$ cat config.mk
export PLATFORM = sky130hd
export DESIGN_NAME = axis_coef_loader
export DESIGN_NICKNAME = d
export VERILOG_FILES = /design/src/rtl/axis_coef_loader_pkg.sv /design/src/rtl/axis_coef_loader_beat_unpack.sv /design/src/rtl/axis_coef_loader.sv
export SDC_FILE = /design/constraint.sdc
export NUM_CORES = 1
export LEC_CHECK = 0
export CORE_MARGIN = 5
export CORE_UTILIZATION = 44
export CTS_CLUSTER_DIAMETER = 120
export CTS_CLUSTER_SIZE = 16
export DETAILED_ROUTE_END_ITERATION = 10
export PLACE_DENSITY_LB_ADDON = 0.3
export SETUP_SLACK_MARGIN = 0.15
export SLEW_MARGIN = 25
export SYNTH_ARGS = -nofsm -noshare
export SYNTH_HDL_FRONTEND = slang
export SYNTH_SLANG_ARGS = --single-unit
$ cat constraint.sdc
create_clock -name iSYS_CLK -period 2.3 [get_ports iSYS_CLK]
set_input_delay 0.23 -clock iSYS_CLK [delete_from_list [all_inputs] [get_ports iSYS_CLK]]
set_output_delay 0.23 -clock iSYS_CLK [all_outputs]
set_load 0.005 [all_outputs]
$ cat src/rtl/axis_coef_loader_pkg.sv
// Shared constants for the coefficient stream loader: FSM encodings, error codes,
// TKEEP patterns and per-mode beat counts.
package axis_coef_loader_pkg;

   localparam logic [2:0] ST_IDLE  = 3'd0;
   localparam logic [2:0] ST_RECV  = 3'd1;
   localparam logic [2:0] ST_HOLD  = 3'd2;
   localparam logic [2:0] ST_FLUSH = 3'd3;
   localparam logic [2:0] ST_FIN   = 3'd4;

   localparam logic [1:0] ERR_OK         = 2'd0;
   localparam logic [1:0] ERR_EARLY_LAST = 2'd1;
   localparam logic [1:0] ERR_NO_LAST    = 2'd2;
   localparam logic [1:0] ERR_KEEP       = 2'd3;

   localparam logic [7:0] KEEP_FULL = 8'hFF;
   localparam logic [7:0] KEEP_LO   = 8'h0F;

   localparam int NTT_BEATS = 2048;
   localparam int PWM_BEATS = 1024;

   // A low-word-only beat is acceptable solely as the closing beat of a packet.
   function automatic logic keep_legal(input logic [7:0] keep, input logic last);
      return (keep == KEEP_FULL) || ((keep == KEEP_LO) && last);
   endfunction

endpackage

$ cat src/rtl/axis_coef_loader_beat_unpack.sv
// Holds one 64-bit beat and turns it into one or two registered 32-bit RAM writes
// at consecutive word addresses, owning the write pointer.
module beat_unpack
   import axis_coef_loader_pkg::*;
#(
   parameter int PRM_DAXI = 64,
   parameter int PRM_DRAM = 32,
   parameter int PRM_ADDR = 12
) (
   input  logic                iSYS_CLK,
   input  logic                iSYS_RST,
   input  logic                arm,
   input  logic [PRM_ADDR-1:0] base,
   input  logic                load,
   input  logic                lo_only,
   input  logic [PRM_DAXI-1:0] beat,
   output logic                ram_we,
   output logic [PRM_ADDR-1:0] ram_addr,
   output logic [PRM_DRAM-1:0] ram_wdata,
   output logic                hi_pending
);

   logic [PRM_ADDR-1:0] wptr;
   logic [PRM_DRAM-1:0] hi_word;

   // Low word goes out the cycle after acceptance, the high word the cycle after that.
   always_ff @(posedge iSYS_CLK) begin
      if (iSYS_RST) begin
         wptr       <= '0;
         hi_word    <= '0;
         hi_pending <= 1'b0;
         ram_we     <= 1'b0;
         ram_addr   <= '0;
         ram_wdata  <= '0;
      end else begin
         ram_we <= 1'b0;
         if (arm) begin
            wptr       <= base;
            hi_pending <= 1'b0;
         end else if (load) begin
            ram_we     <= 1'b1;
            ram_addr   <= wptr;
            ram_wdata  <= beat[PRM_DRAM-1:0];
            hi_word    <= beat[PRM_DAXI-1:PRM_DRAM];
            hi_pending <= !lo_only;
            wptr       <= wptr + 1'b1;
         end else if (hi_pending) begin
            ram_we     <= 1'b1;
            ram_addr   <= wptr;
            ram_wdata  <= hi_word;
            hi_pending <= 1'b0;
            wptr       <= wptr + 1'b1;
         end
      end
   end

endmodule

$ cat src/rtl/axis_coef_loader.sv
// AXI-Stream receiver that unpacks 64-bit coefficient beats into 32-bit RAM writes
// and reports beat-count/TLAST/TKEEP problems to the control FSM.
module axis_coef_loader
   import axis_coef_loader_pkg::*;
#(
   parameter int PRM_DAXI = 64,
   parameter int PRM_DRAM = 32,
   parameter int PRM_ADDR = 12
) (
   input  logic                  iSYS_CLK,
   input  logic                  iSYS_RST,
   input  logic                  iCTL_START,
   input  logic [PRM_ADDR-1:0]   iCTL_BEATS,
   input  logic [PRM_ADDR-1:0]   iCTL_BASE,
   input  logic                  iS_AXIS_TVALID,
   output logic                  oS_AXIS_TREADY,
   input  logic [PRM_DAXI-1:0]   iS_AXIS_TDATA,
   input  logic [PRM_DAXI/8-1:0] iS_AXIS_TKEEP,
   input  logic                  iS_AXIS_TLAST,
   output logic                  oRAM_WE,
   output logic [PRM_ADDR-1:0]   oRAM_ADDR,
   output logic [PRM_DRAM-1:0]   oRAM_WDATA,
   output logic                  oBUSY,
   output logic                  oDONE,
   output logic [1:0]            oERR
);

   logic [2:0]          state;
   logic [PRM_ADDR-1:0] beats;
   logic [PRM_ADDR-1:0] beat_cnt;
   logic [1:0]          err;
   logic                closing;
   logic                hi_pending;
   logic                hs;
   logic                keep_ok;
   logic                at_last;
   logic                arm;
   logic [PRM_ADDR:0]   cnt_inc;

   assign oS_AXIS_TREADY = ((state == ST_RECV) && !closing && (beat_cnt < beats))
                           || (state == ST_FLUSH);
   assign hs      = iS_AXIS_TVALID && oS_AXIS_TREADY;
   assign keep_ok = keep_legal(iS_AXIS_TKEEP, iS_AXIS_TLAST);
   assign cnt_inc = {1'b0, beat_cnt} + 1'b1;
   assign at_last = (cnt_inc == {1'b0, beats});
   assign arm     = (state == ST_IDLE) && iCTL_START;

   assign oBUSY = (state == ST_RECV) || (state == ST_HOLD) || (state == ST_FLUSH);
   assign oDONE = (state == ST_FIN);
   assign oERR  = err;

   // closing marks that the accepted beat ended the load; the FSM only reaches FIN
   // once the last of that beat's words has been issued, so oDONE trails it by one.
   // An early TLAST has already closed the packet, so there is nothing to flush.
   always_ff @(posedge iSYS_CLK) begin
      if (iSYS_RST) begin
         state    <= ST_IDLE;
         beats    <= '0;
         beat_cnt <= '0;
         err      <= ERR_OK;
         closing  <= 1'b0;
      end else begin
         case (state)
            ST_IDLE: begin
               if (iCTL_START) begin
                  beats    <= iCTL_BEATS;
                  beat_cnt <= '0;
                  err      <= ERR_OK;
                  closing  <= 1'b0;
                  state    <= (iCTL_BEATS == '0) ? ST_FIN : ST_RECV;
               end
            end
            ST_RECV: begin
               if (closing) begin
                  state <= ST_FIN;
               end else if (hs) begin
                  beat_cnt <= beat_cnt + 1'b1;
                  if (!keep_ok) begin
                     err   <= ERR_KEEP;
                     state <= iS_AXIS_TLAST ? ST_FIN : ST_FLUSH;
                  end else begin
                     state <= ST_HOLD;
                     if (iS_AXIS_TLAST && !at_last) begin
                        err     <= ERR_EARLY_LAST;
                        closing <= 1'b1;
                     end else if (at_last) begin
                        closing <= 1'b1;
                        if (!iS_AXIS_TLAST) err <= ERR_NO_LAST;
                     end
                  end
               end
            end
            ST_HOLD: begin
               state <= (closing && !hi_pending) ? ST_FIN : ST_RECV;
            end
            ST_FLUSH: begin
               if (hs) begin
                  beat_cnt <= beat_cnt + 1'b1;
                  if (iS_AXIS_TLAST) state <= ST_FIN;
               end
            end
            ST_FIN: begin
               state <= ST_IDLE;
            end
            default: begin
               state <= ST_IDLE;
            end
         endcase
      end
   end

   beat_unpack #(
      .PRM_DAXI(PRM_DAXI),
      .PRM_DRAM(PRM_DRAM),
      .PRM_ADDR(PRM_ADDR)
   ) u_unpack (
      .iSYS_CLK  (iSYS_CLK),
      .iSYS_RST  (iSYS_RST),
      .arm       (arm),
      .base      (iCTL_BASE),
      .load      (hs && keep_ok && (state == ST_RECV)),
      .lo_only   (iS_AXIS_TKEEP == KEEP_LO),
      .beat      (iS_AXIS_TDATA),
      .ram_we    (oRAM_WE),
      .ram_addr  (oRAM_ADDR),
      .ram_wdata (oRAM_WDATA),
      .hi_pending(hi_pending)
   );

endmodule
==> summary.md, run 1 <==
| Metric | Value |
|---|---|
| Avg Cell Area, Syn | `7.809 µm²` |
| CP Capture Type | `flip-flop` |
| Unrepaired setup endpoints after global routing | `true` |
| Clk buf depth | `2` |
| Clock power share | `46.3%` |
| Final worst slack | `-471.2 ps` |
| Switching Fraction | `29.30%` |
| Chip height | `123.4 µm` |
| Largest net degree at the start of global routing | `65` |
| Fill cells | `514` |
| CTS Buf Count | `17` |
| Area leader, netlist | `dfxtp_1` |
| # setup viols final | `109` |
| Die width | `123.4 µm` |
| Cell with the largest stage delay on the worst path | `or4_4` |
| Max Freq | `0.3609 GHz` |
| # rows | `41` |
| PortBufs | `150` |
| Clock Root Buffer | `clkbuf_16` |
| Distinct cells, synth | `55` |
| Seq pwr share | `37.3%` |
| Logic pwr share | `16.4%` |
| Remaining global-route overflow | `0` |
| Worst path max stage delay | `480 ps` |
| ANT cells | `0` |
| Final Total Pwr | `0.005844 W` |
| Pwr dens | `528.7 nW/µm²` |
| Register area share after synthesis | `42.43%` |
| Final Cycle Share | `120.5%` |
| Most used DFF post-synth | `dfxtp_1` |
| First-pass GRT wire length | `38050 µm` |
| Yosys warns | `0` |
| Max Cap Viol | `0` |
| Clk sinks | `120` |
| Routed WL | `30480 µm` |
| DP Worst Slack | `-723.8 ps` |
| Layout Skew | `15.10 ps` |
| Via density | `6.432` |
| Initial core utilization | `44.86%` |
| Number of remaining DRC errors | `0` |
| Ports | `151` |
| Initial antenna violation count | `0` |
| Status | `finished with violations` |
| Detailed Route Iter0 Violations | `1092` |
| GP Congestion | `0.9094` |
| Detailed Place HPWL | `12810 µm` |
| Cell Chain, Critical Path | `buf_6 -> buf_4 -> nand4_1 -> buf_6 -> or4_4 -> a22oi_2 -> o211ai_1 -> o21ai_4 -> a41o_1 -> mux2_4` |
| Worst-path clk slew | `60 ps` |
| Crit path DAT | `3080 ps` |
| Routed via count | `7622` |
| Vias in the first global route | `7225` |
| Most frequent cells in the layout | `145 x clkdlybuf4s50_1, 106 x nand2_1, 102 x dfxtp_1` |
| Fin. Hold Viols | `0` |
| Worst-Margin Slew | `769.6 ps` |
| Cell area after synthesis | `5662 µm²` |
| CP Max Fanout | `7` |
| Core Area | `12620 µm²` |
| Share of the synthesized area in the top cell type | `42.43%` |
| Leakage | `4.096 nW` |
| Critical path class | `flip-flop to flip-flop` |
| Crit path required time | `2610 ps` |
| Peak VDD IR | `0.4585 mV` |
| Fin. max-slew vios | `0` |
| CTS tree | `built` |
| Max-slew headroom | `48.55%` |
| Most common cell on crit path | `buf_6` |
| Post-CTS Hold Fix Bufs | `0` |
| Violated checks | `negative setup slack` |
| Share of layout cells above drive strength 1 | `44.03%` |
| Top post-synthesis cells by area | `dfxtp_1 42%, nand2_1 10%, a21oi_1 6.9%, a311oi_1 5.4%, nor2_1 4.6%` |
| TNS Setup | `-23940 ps` |
| Int Pwr | `0.004132 W` |
| Syn_nets | `840` |
| Ys async rst share | `0%` |
| Mapped Cells | `725` |
| Htree depth | `4` |
| Worst skew pair latency | `430 ps` |
| Number of synthesized flops with an enable pin | `0` |
| Routed len/inst | `25.72 µm` |
| Net switching power | `0.001712 W` |
| Detail Route Antenna Nets | `0` |
| Final min period | `2771 ps` |
| Hold Path Class | `input port to flip-flop` |
| Nets@finish | `1115` |
| Area delta synth->final | `95.25%` |
| Most common cell after layout, fill and taps aside | `clkdlybuf4s50_1` |
| Register bit total from synthesis | `120` |
| Type of origin of the critical path | `flip-flop` |
| Total GRT Usage | `32.12%` |
| Die ar. | `15240 µm²` |
| DRT Pass-1 Iters | `8` |
## synthesized netlist by cell type, types with 3 or more instances
cell type,n
nand2_1,157
dfxtp_1,120
a21oi_1,78
nor2_1,69
a311oi_1,35
o21ai_0,33
clkbuf_1,31
inv_1,21
nand3_1,18
buf_2,17
xnor2_1,16
ha_1,14
nor3_1,13
a211oi_1,12
nand4_1,11
nor4_1,7
nor2b_1,6
or3_1,6
or4_1,6
xor2_1,6
and2_1,4
o211ai_1,3
## kinds of logic after synthesis
family | synth area share [%]
AO/OA/AOI/OAI | 21.33
XOR/XNOR | 3.403
adder cells (fa/ha/maj) | 3.094
buffers and inverters | 5.282
flip-flops | 42.43
multiplexers | 0.3757
AND/OR/NAND/NOR | 24.09
## critical path, delay by kind of cell (launching register included)
kind	cells	cell delay, ps
compound gates	4	990
buf+inv	3	400
flops	1	370
mux	1	310
simple gates	2	580
## path summary, 6_finish.rpt
| path | from | end | slack [ps] | cells past startpoint |
|---|---|---|---|---|
| setup reg to reg | beat_cnt[1] | oERR[1] | -470 | 10 |
| hold / removal | iSYS_RST | closing | 270 | 2 |
| setup / recovery | beat_cnt[1] | oERR[1] | -470 | 10 |
| hold reg to reg | u_unpack.hi_word[7] | u_unpack.hi_word[7] | 490 | 2 |
## layer usage
layer | global-route usage [%] | wire length [µm] | vias to the layer above
met4 | 17.85 | 2631 | 0
met5 | 0 | 0 | -
met1 | 36.34 | 10390 | 3591
li1 | - | - | 3121
met3 | 7.594 | 2770 | 250
met2 | 55.45 | 14680 | 660
## per-stage QoR
stage / std cells / hold slack, ps / instance area [µm²] / utilization (%)
after detailed placement: 1082 / 456.7 / 7998 / 63.38
after floorplan: 725 / 334.0 / 5859 / -
final: 1185 / 266.1 / 11050 / 87.60
after global routing: 1185 / 263.9 / 11050 / 87.60
after global placement: 1082 / 447.3 / 7998 / 63.38
after CTS: 1163 / 197.0 / 10280 / 81.46
## final cells by class
type	count	area, µm²	area share [%]
Multi-Input combinational cell	534	4394	39.75
Timing Repair Buffer	306	3353	30.33
Sequential cell	120	2427	21.96
Clock buffer	17	425.4	3.848
Tap cell	172	215.2	1.947
Clock inverter	15	160.2	1.449
Inverter	21	78.83	0.7131
## power by group through the flow
stage / Sequential, W / Combinational (W) / Clock (W)
5_1_grt: 0.00218 / 0.000991 / 0.00278
4_1_cts: 0.00217 / 0.000784 / 0.00263
2_1_floorplan: 0.00220 / 0.000292 / 0
6_report: 0.00218 / 0.000957 / 0.00270
3_5_place_dp: 0.00221 / 0.000663 / 0
3_3_place_gp: 0.00221 / 0.000649 / 0
## flip-flops by register name, indices dropped and copies added, names as in the netlist
register	cells
closing	1
state	3
oERR	2
u_unpack.hi_word	32
u_unpack.ram_we	1
u_unpack.ram_addr	12
u_unpack.hi_pending	1
u_unpack.ram_wdata	32
u_unpack.wptr	12
beat_cnt	12
beats	12
## repair_timing
| action | 4_1_cts | 5_1_grt |
|---|---|---|
| resized for setup | 279 | 117 |
| pin swaps | 162 | 97 |
| setup buffers | 35 | 20 |
| endpoints found under the setup margin | 108 | 110 |
| gates cloned | 14 | 2 |
No activity file was read; power rests on OpenSTA's default activity.
==> run 2: changes to the inputs <==
--- a/config.mk
+++ b/config.mk
@@ -5,8 +5,10 @@
 export SDC_FILE = /design/constraint.sdc
 export NUM_CORES = 1
 export LEC_CHECK = 0
+export ABC_CLOCK_PERIOD_IN_PS = 2300
 export CORE_MARGIN = 5
 export CORE_UTILIZATION = 44
+export CTS_BUF_LIST = sky130_fd_sc_hd__clkbuf_8 sky130_fd_sc_hd__clkbuf_16
 export CTS_CLUSTER_DIAMETER = 120
 export CTS_CLUSTER_SIZE = 16
 export DETAILED_ROUTE_END_ITERATION = 10
==> results of run 2 <==
Final layout, timing and power as in run 1 (identical DEF).
==> run 3: changes to the inputs <==
--- a/config.mk
+++ b/config.mk
@@ -5,13 +5,13 @@
 export SDC_FILE = /design/constraint.sdc
 export NUM_CORES = 1
 export LEC_CHECK = 0
-export ABC_CLOCK_PERIOD_IN_PS = 2300
 export CORE_MARGIN = 5
-export CORE_UTILIZATION = 44
+export CORE_UTILIZATION = 57
 export CTS_BUF_LIST = sky130_fd_sc_hd__clkbuf_8 sky130_fd_sc_hd__clkbuf_16
 export CTS_CLUSTER_DIAMETER = 120
 export CTS_CLUSTER_SIZE = 16
 export DETAILED_ROUTE_END_ITERATION = 10
+export DONT_BUFFER_PORTS = 1
 export PLACE_DENSITY_LB_ADDON = 0.3
 export SETUP_SLACK_MARGIN = 0.15
 export SLEW_MARGIN = 25
==> summary.md, run 3 (synthesized netlist as in run 1, its figures left out) <==
| Metric | Value |
|---|---|
| CTS tree | `built` |
| Initial core utilization | `58.19% (+13 points)` |
| Worst path max stage delay | `600 ps (+120 ps)` |
| Clock Root Buffer | `clkbuf_8` |
| Area delta synth->final | `64.29%` |
| Largest net degree at the start of global routing | `120 (+85%)` |
| Top delay family on crit path | `simple AND/OR/NAND/NOR gates` |
| Initial antenna violation count | `1 (+1)` |
| Net switching power | `0.001544 W (-9.8%)` |
| Min Hold Slack | `-276.1 ps (-542.2 ps)` |
| Nets@finish | `950 (-15%)` |
| Peak VDD IR | `0.5546 mV (+21%)` |
| Detailed Place HPWL | `11470 µm (-10%)` |
| Final Cycle Share | `135.8% (+15 points)` |
| PortBufs | `0 (-100%)` |
| Most frequent cells in the layout | `106 x nand2_1, 106 x dfxtp_1, 73 x buf_4` |
| Unrepaired setup endpoints after global routing | `true` |
| Int Pwr | `0.003961 W (-4.1%)` |
| Leakage | `3.391 nW (-17%)` |
| DRT Pass-1 Iters | `10 (+2)` |
| Detailed Route Iter0 Violations | `1555 (+42%)` |
| # rows | `36 (-12%)` |
| Pwr dens | `591.8 nW/µm² (+12%)` |
| Seq. cell area | `2425 µm² (-0.10%)` |
| Crit path DAT | `3570 ps (+490 ps)` |
| Via density | `7.746 (+20%)` |
| Biggest regs | `u_unpack.hi_word: 32 flops, u_unpack.ram_wdata: 32 flops` |
| # setup viols final | `108 (-0.92%)` |
| Routed WL | `32080 µm (+5.2%)` |
| Logic pwr share | `13.7% (-2.7 points)` |
| Layout Skew | `14.02 ps (-1.078 ps)` |
| Ports | `151 (unchanged)` |
| Fin. Hold Viols | `116 (+116)` |
| CP Max Fanout | `4 (-3)` |
| Max Freq | `0.3203 GHz (-11%)` |
| Detail Route Antenna Nets | `0 (unchanged)` |
| Routed via count | `7568 (-0.71%)` |
| TNS Setup | `-34080 ps (-10140 ps)` |
| Switching Fraction | `28.05% (-1.2 points)` |
| Number of remaining DRC errors | `0 (unchanged)` |
| ANT cells | `0 (unchanged)` |
| Worst r2r dst | `oERR[0]` |
| Vias in the first global route | `6421 (-11%)` |
| Fill cells | `221 (-57%)` |
| Die width | `109.7 µm (-11%)` |
| Hold Path Class | `input port to flip-flop` |
| Cell Chain, Critical Path | `buf_12 -> ha_4 -> xor2_1 -> nor2_1 -> nand4_1 -> or4_4 -> o21ai_4 -> buf_4 -> buf_6 -> buf_6 -> a211oi_2 -> a31o_2` |
| Die ar. | `12030 µm² (-21%)` |
| R2R Path Start | `beat_cnt[1]` |
| Htree depth | `4 (unchanged)` |
| Final min period | `3122 ps (+351.2 ps)` |
| Worst skew pair latency | `560 ps (+130 ps)` |
| Remaining global-route overflow | `0 (unchanged)` |
| Clk buf depth | `2 (unchanged)` |
| Total GRT Usage | `36.62% (+4.5 points)` |
| Clock power share | `46.5% (+0.2 points)` |
| Max Cap Viol | `0 (unchanged)` |
| FF-to-FF path depth | `12 (+2)` |
| Multi-input logic area | `4372 µm² (-0.51%)` |
| Violated checks | `negative hold slack, negative setup slack` |
| Post-CTS Hold Fix Bufs | `4 (+4)` |
| Routed len/inst | `32.83 µm (+28%)` |
| Clk sinks | `120 (unchanged)` |
| Seq pwr share | `39.9% (+2.6 points)` |
| CP bufs+invs | `4 (+1)` |
| Status | `finished with violations` |
| Final worst slack | `-822.4 ps (-351.2 ps)` |
| Core Area | `9729 µm² (-23%)` |
| Share of layout cells above drive strength 1 | `47.16% (+3.1 points)` |
| Critical path class | `flip-flop to flip-flop` |
| Chip height | `109.7 µm (-11%)` |
| CP Capture Type | `flip-flop` |
| Type of origin of the critical path | `flip-flop` |
| FF-to-FF setup slack | `-820 ps (-350 ps)` |
| HP Start | `iSYS_RST` |
| GP Congestion | `0.9233 (+1.5%)` |
| WHS Path Cells | `1 (-1)` |
| Max-slew headroom | `46.95% (-1.6 points)` |
| Worst-case hold path end point | `beat_cnt[5]` |
| Crit path required time | `2750 ps (+140 ps)` |
| Worst-Margin Slew | `793.5 ps (+23.91 ps)` |
| First-pass GRT wire length | `33690 µm (-11%)` |
| Worst-path clk slew | `60 ps (about the same)` |
| Most common cell on crit path | `buf_6` |
| Fin. max-slew vios | `0 (unchanged)` |
| Cell with the largest stage delay on the worst path | `or4_4` |
| CTS Buf Count | `17 (unchanged)` |
==> run 3: final cells by class <==
cell class                      instances  share of cell area [%]
Inverter                               21                  0.8475
Multi-Input combinational cell        534                   47.00
Clock inverter                          7                  0.7802
Sequential cell                       120                   26.07
Tap cell                              133                   1.789
Clock buffer                           21                   5.044
Timing Repair Buffer                  141                   18.47
==> run 3: stage by stage <==
| stage | power (W) | setup WS (ps) | instances | utilization [%] | cell area, µm² |
|---|---|---|---|---|---|
| 3_5_place_dp | 0.002654 | -327.1 | 888 | 66.42 | 6462 |
| 5_1_grt | 0.005581 | -721.6 | 977 | 95.60 | 9301 |
| 2_1_floorplan | 0.002497 | -40.91 | 725 | - | 5859 |
| 4_1_cts | 0.005138 | -150.9 | 954 | 86.36 | 8402 |
| 6_report | 0.005505 | -822.4 | 977 | 95.60 | 9301 |
| 3_3_place_gp | 0.002637 | -203.5 | 888 | 66.42 | 6462 |
==> run 3: layer usage <==
metal  vias up  GRT usage (%)  part of all wire [%]
met4         4          21.46                    11
met2       928          59.90                    42
li1       2785              -                     -
met1      3434          43.18                    31
met3       417          9.630                    15
met5         -              0                  0.18
==> run 3: worst max path at each step <==
| stage | from | to | slack (ps) | cells past startpoint |
|---|---|---|---|---|
| after CTS | beat_cnt[1] | u_unpack.ram_wdata[4] | -150 | 12 |
| after global placement | iS_AXIS_TKEEP[5] | u_unpack.ram_addr[3] | -200 | 9 |
| final | beat_cnt[1] | oERR[0] | -820 | 12 |
| after global routing | beat_cnt[1] | oERR[0] | -720 | 12 |
| after floorplan | beats[1] | u_unpack.wptr[9] | -40 | 9 |
| after detailed placement | beats[1] | u_unpack.ram_wdata[17] | -330 | 11 |
==> run 3: power by group through the flow <==
| stage | Sequential (W) | Combinational [W] | Clock (W) |
|---|---|---|---|
| floorplan | 0.00220 | 0.000292 | 0 |
| global placement | 0.00221 | 0.000430 | 0 |
| detailed placement | 0.00221 | 0.000444 | 0 |
| CTS | 0.00217 | 0.000536 | 0.00243 |
| global route | 0.00220 | 0.000772 | 0.00261 |
| finish | 0.00219 | 0.000753 | 0.00256 |
==> run 3: repair_timing <==
| item | CTS | global route |
|---|---|---|
| endpoints found under the hold margin | 120 | 116 |
| gates resized for setup | 212 | 142 |
| endpoints found under the setup margin | 109 | 109 |
| cloned | 10 | 5 |
| setup buffers | 24 | 18 |
| pin swaps | 97 | 94 |
